## src/rtl/d_debounce.sv

```systemverilog
// Input conditioner: synchronises a raw asynchronous level, debounces it with a
// counter FSM and presents a clean registered level with rise/fall event pulses.
module d_debounce #(
  parameter int unsigned SYNC_STAGES     = 2,
  parameter int unsigned DEBOUNCE_CYCLES = 4,
  parameter int unsigned CNT_W           = 8
) (
  input  logic clk,
  input  logic rst_n,
  input  logic d,
  input  logic sample_en,
  output logic q,
  output logic rise,
  output logic fall,
  output logic stable
);

  typedef enum logic [1:0] {STABLE_LO, CHK_HI, STABLE_HI, CHK_LO} state_t;

  localparam logic [CNT_W-1:0] CNT_LAST = CNT_W'(DEBOUNCE_CYCLES);
  localparam bit               ONE_SHOT = (DEBOUNCE_CYCLES == 1);

  logic [SYNC_STAGES-1:0] sync_q;
  logic                   d_s;

  state_t           state_q, state_n;
  logic [CNT_W-1:0] cnt_q, cnt_n, cnt_inc;
  logic             q_n, rise_n, fall_n, stable_n;

  // Synchroniser shifts every clock regardless of the sample qualifier
  always_ff @(posedge clk or negedge rst_n) begin
    if (!rst_n) sync_q <= '0;
    else        sync_q <= {sync_q[SYNC_STAGES-2:0], d};
  end

  assign d_s     = sync_q[SYNC_STAGES-1];
  assign cnt_inc = cnt_q + CNT_W'(1);

  always_comb begin
    state_n = state_q;
    cnt_n   = cnt_q;
    q_n     = q;
    rise_n  = 1'b0;
    fall_n  = 1'b0;
    if (sample_en) begin
      case (state_q)
        STABLE_LO: begin
          if (d_s) begin
            if (ONE_SHOT) begin
              state_n = STABLE_HI;
              q_n     = 1'b1;
              rise_n  = 1'b1;
            end else begin
              state_n = CHK_HI;
              cnt_n   = CNT_W'(1);
            end
          end
        end
        CHK_HI: begin
          if (!d_s) begin
            state_n = STABLE_LO;
            cnt_n   = '0;
          end else if (cnt_inc == CNT_LAST) begin
            state_n = STABLE_HI;
            cnt_n   = '0;
            q_n     = 1'b1;
            rise_n  = 1'b1;
          end else begin
            cnt_n = cnt_inc;
          end
        end
        STABLE_HI: begin
          if (!d_s) begin
            if (ONE_SHOT) begin
              state_n = STABLE_LO;
              q_n     = 1'b0;
              fall_n  = 1'b1;
            end else begin
              state_n = CHK_LO;
              cnt_n   = CNT_W'(1);
            end
          end
        end
        CHK_LO: begin
          if (d_s) begin
            state_n = STABLE_HI;
            cnt_n   = '0;
          end else if (cnt_inc == CNT_LAST) begin
            state_n = STABLE_LO;
            cnt_n   = '0;
            q_n     = 1'b0;
            fall_n  = 1'b1;
          end else begin
            cnt_n = cnt_inc;
          end
        end
        default: begin
          state_n = STABLE_LO;
          cnt_n   = '0;
        end
      endcase
    end
    stable_n = (state_n == STABLE_LO) || (state_n == STABLE_HI);
  end

  always_ff @(posedge clk or negedge rst_n) begin
    if (!rst_n) begin
      state_q <= STABLE_LO;
      cnt_q   <= '0;
      q       <= 1'b0;
      rise    <= 1'b0;
      fall    <= 1'b0;
      stable  <= 1'b1;
    end else begin
      state_q <= state_n;
      cnt_q   <= cnt_n;
      q       <= q_n;
      rise    <= rise_n;
      fall    <= fall_n;
      stable  <= stable_n;
    end
  end

endmodule
```

## config.mk

```make
export PLATFORM = sky130hd
export DESIGN_NAME = d_debounce
export DESIGN_NICKNAME = d
export VERILOG_FILES = /design/src/rtl/d_debounce.sv
export SDC_FILE = /design/constraint.sdc
export NUM_CORES = 1
export LEC_CHECK = 0
export BUFFER_PORTS_ARGS = -buffer_cell sky130_fd_sc_hd__buf_4
export CORE_MARGIN = 2
export CORE_UTILIZATION = 35
export DETAILED_ROUTE_END_ITERATION = 7
export PLACE_DENSITY = 0.63
export SLEW_MARGIN = 10
export SYNTH_ARGS = -nofsm -noshare
export SYNTH_HDL_FRONTEND = slang
export SYNTH_SLANG_ARGS = --single-unit
```

## constraint.sdc

```tcl
create_clock -name clk -period 2.8 [get_ports clk]
set_clock_uncertainty 0.05 [all_clocks]
set_input_delay 0.56 -clock clk [delete_from_list [all_inputs] [get_ports clk]]
set_output_delay 0.56 -clock clk [all_outputs]
set_load 0.01 [all_outputs]
```

### After elaboration in Yosys (flattened, before gate mapping)

Cells that the tools add are included.

* add/subtract/negate cells: 1
* equal/unequal tests: 11
* muxes and demuxes: 26
* reductions and logical operators: 6

Operators with widths (count)
* $mux 8: 5
* $pmux 8 s4: 1
* $mux 2: 7
* $ne 2x2->1 const B: 6
* $mux 1: 11
* $add 8x1->8 const B: 1
* $eq 8x3->1 const B: 1
* $pmux 2 s4: 1
* $eq 2x2->1 const B: 3
* $reduce_and 6->1: 1
* $logic_not 2->1: 2
* $reduce_and 3->1: 1
* $eq 2x1->1 const B: 1
* $pmux 1 s2: 1
* $reduce_bool 2->1: 1
* $logic_or 1x1->1: 1

* flip-flop bits (word level): 16
* input bits: 4
* output and inout bits: 4
* word-level logic and storage cells: 51

### Logic depth before layout (Yosys ltp)

* word-level depth: 8
* mapped depth: 5
* gate-level depth less buffers: 5

### Worst setup path before layout

Ideal clock, no wire load.

* path kind: register to register
* start: register cnt_q[0]
* end: register with a tool-made name
* library setup time: 125 ps
* data arrival time: 1468 ps
* data required time: 2625 ps
* slack: 1157 ps
* stages on the path, launching flop included: 6
* path buffers: 0
* clock period less this slack: 1643 ps
* path through: dfrtp_1 -> ha_1 -> xnor2_1 -> nand4_1 -> a21o_1 -> mux2_4

RTL lines
* start, declared: line 27 `logic [CNT_W-1:0] cnt_q, cnt_n, cnt_inc;`
* start signal, assigned: line 116 `cnt_q <= cnt_n;`

### Final worst setup path

* start: register cnt_q[0]
* end: register q

* longest elaborated chain between the ends: 4
* elaborated cells on any way between the ends: 5
* classes of those cells: add/sub (1); eq/ne (3); reduce/logical (1)

Ends and longest elaborated chain
* $add 8x1->8 (*): line 37 `assign cnt_inc = cnt_q + CNT_W'(1);`
* $eq 8x3->1 (*): line 63, 88
* $ne 2x2->1 (no line)
* $reduce_and 6->1 (no line) (*)
* end signal, assigned: line 117 `q <= q_n;`
* end, declared: line 12 `output logic q,`

Mark *: on every way between the ends. The rest lies on a longest branch, timed or not.
A chain may end at the register's enable or synchronous reset.

==> summary.md <==
| Metric | Value |
|---|---|
| Worst-path clk slew | 100 ps |
| Data required, critical path | 2940 ps |
| Fmax | 0.5569 GHz |
| Largest net degree at the start of global routing | 17 |
| Hold WC Path Type | input port to async pin |
| Via count | 617 |
| TritonCTS clock tree | done |
| Crit path DAT | 1930 ps |
| DR WL met3 | 58 um |
| Final Hold Fails | 0 |
| Most area-consuming cells after synthesis | dfrtp_1, o21ai_0, nand2_1 |
| Bufs on Longest Clock Path | 2 |
| Worst-path fanout max | 5 |
| Core area | 2191 sq um |
| Startpoint Class | flip-flop |
| Die area | 2698 sq um |
| Vias per cell | 5.460 |
| Hold_buf cts | 0 |
| Top-count cell post-synth | dfrtp_1 |
| LEAKAGE | 0.3976 nW |
| Clock tree root buffer cell | clkbuf_4 |
| Worst path max stage delay | 410 ps |
| Die Wd | 51.95 um |
| Unrepaired setup endpoints after global routing | no |
| Synth Warn # | 0 |
| 1st-iter DRT viols | 9 |
| Layout cells sized above 1 | 0.2000 |
| Status | finished clean |
| Syn avg cell area | 10.73 sq um |
| Delay-heaviest family, CP | compound AO/OA/AOI/OAI gates |
| Post-layout util | 0.4220 |
| Number of remaining DRC errors | 0 |
| Final min period | 1796 ps |
| Setup tns final | 0 ps |
| Vias in the first global route | 617 |
| Cts repair resizes | 0 |
| Max Used Layer | met4 |
| Io pins | 8 |
| Starting Density | 0.3672 |
| Layout area overhead | 14.93% |
| Max-cap viol count | 0 |
| DP Wirelength | 1139 um |
| First-pass GRT wire length | 2815 um |
| Overflow after GRT | 0 |
| Worst-Skew Late Latency | 290 ps |
| Worst hold margin | 50.48 ps |
| Largest area contributor in the netlist | dfrtp_1 |
| Reg2Reg Setup Slack | 1000 ps |
| Wl on met1 | 700 um |
| Pre-Repair DR Iteration Count | 4 |
| Clk sinks | 16 |
| CP Capture Type | flip-flop |
| Fillers | 218 |
| Final setup vio count | 0 |
| Port-buffer cells | 7 |
| Syn nets | 80 |
| Post-Syn Area | 804.5 sq um |
| TritonCTS Buffers | 3 |
| GPL Wtd Cong | 0.7718 |
| Cell variety after synth | 35 |
| Synthesized instance count | 75 |
| Buf/Inv on CP | 0 |
| Asr flop ratio synth | 1.000 |
| Sequential cell area fraction in the yosys report | 0.4992 |
| Worst path cell trace | ha_1, nor2b_1, nand4b_1, a21o_1, a211o_1 |
| Rel. slew slack | 0.6411 |
| Post-synth EDFFs | 0 |
| Proportion of netlist area held by the largest area contributor | 0.4666 |
| H-tree Lvls | 1 |
| GR Util All Layers | 0.1460 |
| Cell Rows | 17 |
| Worst flop-to-flop path startpoint | cnt_q[0] |
| Nets | 91 |
| Footprint of the multi-input gates | 391.6 sq um |
| Seq cells post-synth | 16 |
| Maximum vdd ir drop | 323.9 uV |
| Reg2reg end | q |
| WS Path Type | flip-flop to flip-flop |
| Number of diodes | 0 |
| Total Routed Length | 1546 um |
| Final antenna-violating net count | 0 |
| FF+latch area | 401.6 sq um |
| Depth of the worst register-to-register path | 5 |
| Worst slew pin tran | 534.8 ps |
| Final period utilization | 0.6413 |
| Die Height | 51.95 um |
| Post-CTS Setup Bufs | 0 |
| CP max stage cell | dfrtp_1 |
| Wire per inst | 13.68 um |
| Initial antenna violation count | 0 |
| Synth Flop Type | dfrtp_1 |
| Most common library cells after synthesis | dfrtp_1, nand2_1, o21ai_0 |
| Power Dens Cells | 662.4 nW/um^2 |
| PnR Total Power | 0.6124 mW |
| WL met2 | 744 um |
| Final Max Slew Viols | 0 |
## worst max path at each step
stage / start / endpoint / depth (start not counted)
floorplan: cnt_q[0] / flip-flop / 5
CTS: cnt_q[0] / q / 5
detailed placement: sample_en / q / 5
finish: cnt_q[0] / q / 5
global placement: sample_en / flip-flop / 5
global route: cnt_q[0] / flip-flop / 5
## metal layers
metal / vias up / GRT usage
met5: - / 0
met2: 11 / 0.2278
met1: 303 / 0.1835
li1: 298 / -
met3: 5 / 0.03736
met4: 0 / 0.07895
## stage by stage
step | instance area [sq um] | instances | setup WS, ps
final | 924.6 | 113 | 1004
after global routing | 924.6 | 113 | 850.7
after CTS | 924.6 | 113 | 1010
after detailed placement | 888.4 | 109 | 1022
after global placement | 888.4 | 109 | 1037
after floorplan | 804.5 | 75 | 1157
## power by group
group,internal [mW],total (mW),switching [mW],leakage (nW)
registers,0.268,0.305,0.0370,0.204
clock network,0.0794,0.156,0.0771,0.0210
logic,0.0667,0.151,0.0845,0.173
total,0.414,0.612,0.199,0.398
## placed cells by master, fill, tap and decap left out, drive strengths merged
master,instances
clkbuf,4
nor3,1
o21bai,1
and4,1
nor2b,1
a211o,2
nand4b,1
a211oi,1
mux2,1
a21oi,1
and4bb,1
nand3,3
nand4,2
nand2,8
dfstp,1
and2,1
a22o,1
a21boi,1
nor2,5
and3,1
a221o,1
o21ai,9
nor4,1
a221oi,1
buf,7
nor3b,1
xor2,1
a2111oi,1
a21o,3
or3,1
inv,2
xnor2,3
ha,1
dfrtp,15
## logic make-up after synthesis
logic type | Yosys count | synth area share
adders and majority gates | 1 | 0.01555
muxes | 1 | 0.01866
DFF | 16 | 0.4992
xor gates and xnor gates | 4 | 0.04355
AOI/OAI and AO/OA | 22 | 0.2193
and+or+nand+nor | 28 | 0.1898
buffers and inverters | 3 | 0.01400
## area by class of cell
type,instances,area share
Timing Repair Buffer,7,0.05683
Multi-Input combinational cell,56,0.4235
Clock buffer,4,0.03924
Sequential cell,16,0.4344
Inverter,2,0.008119
Tap cell,28,0.03789
(Power assumes the default switching activity.)
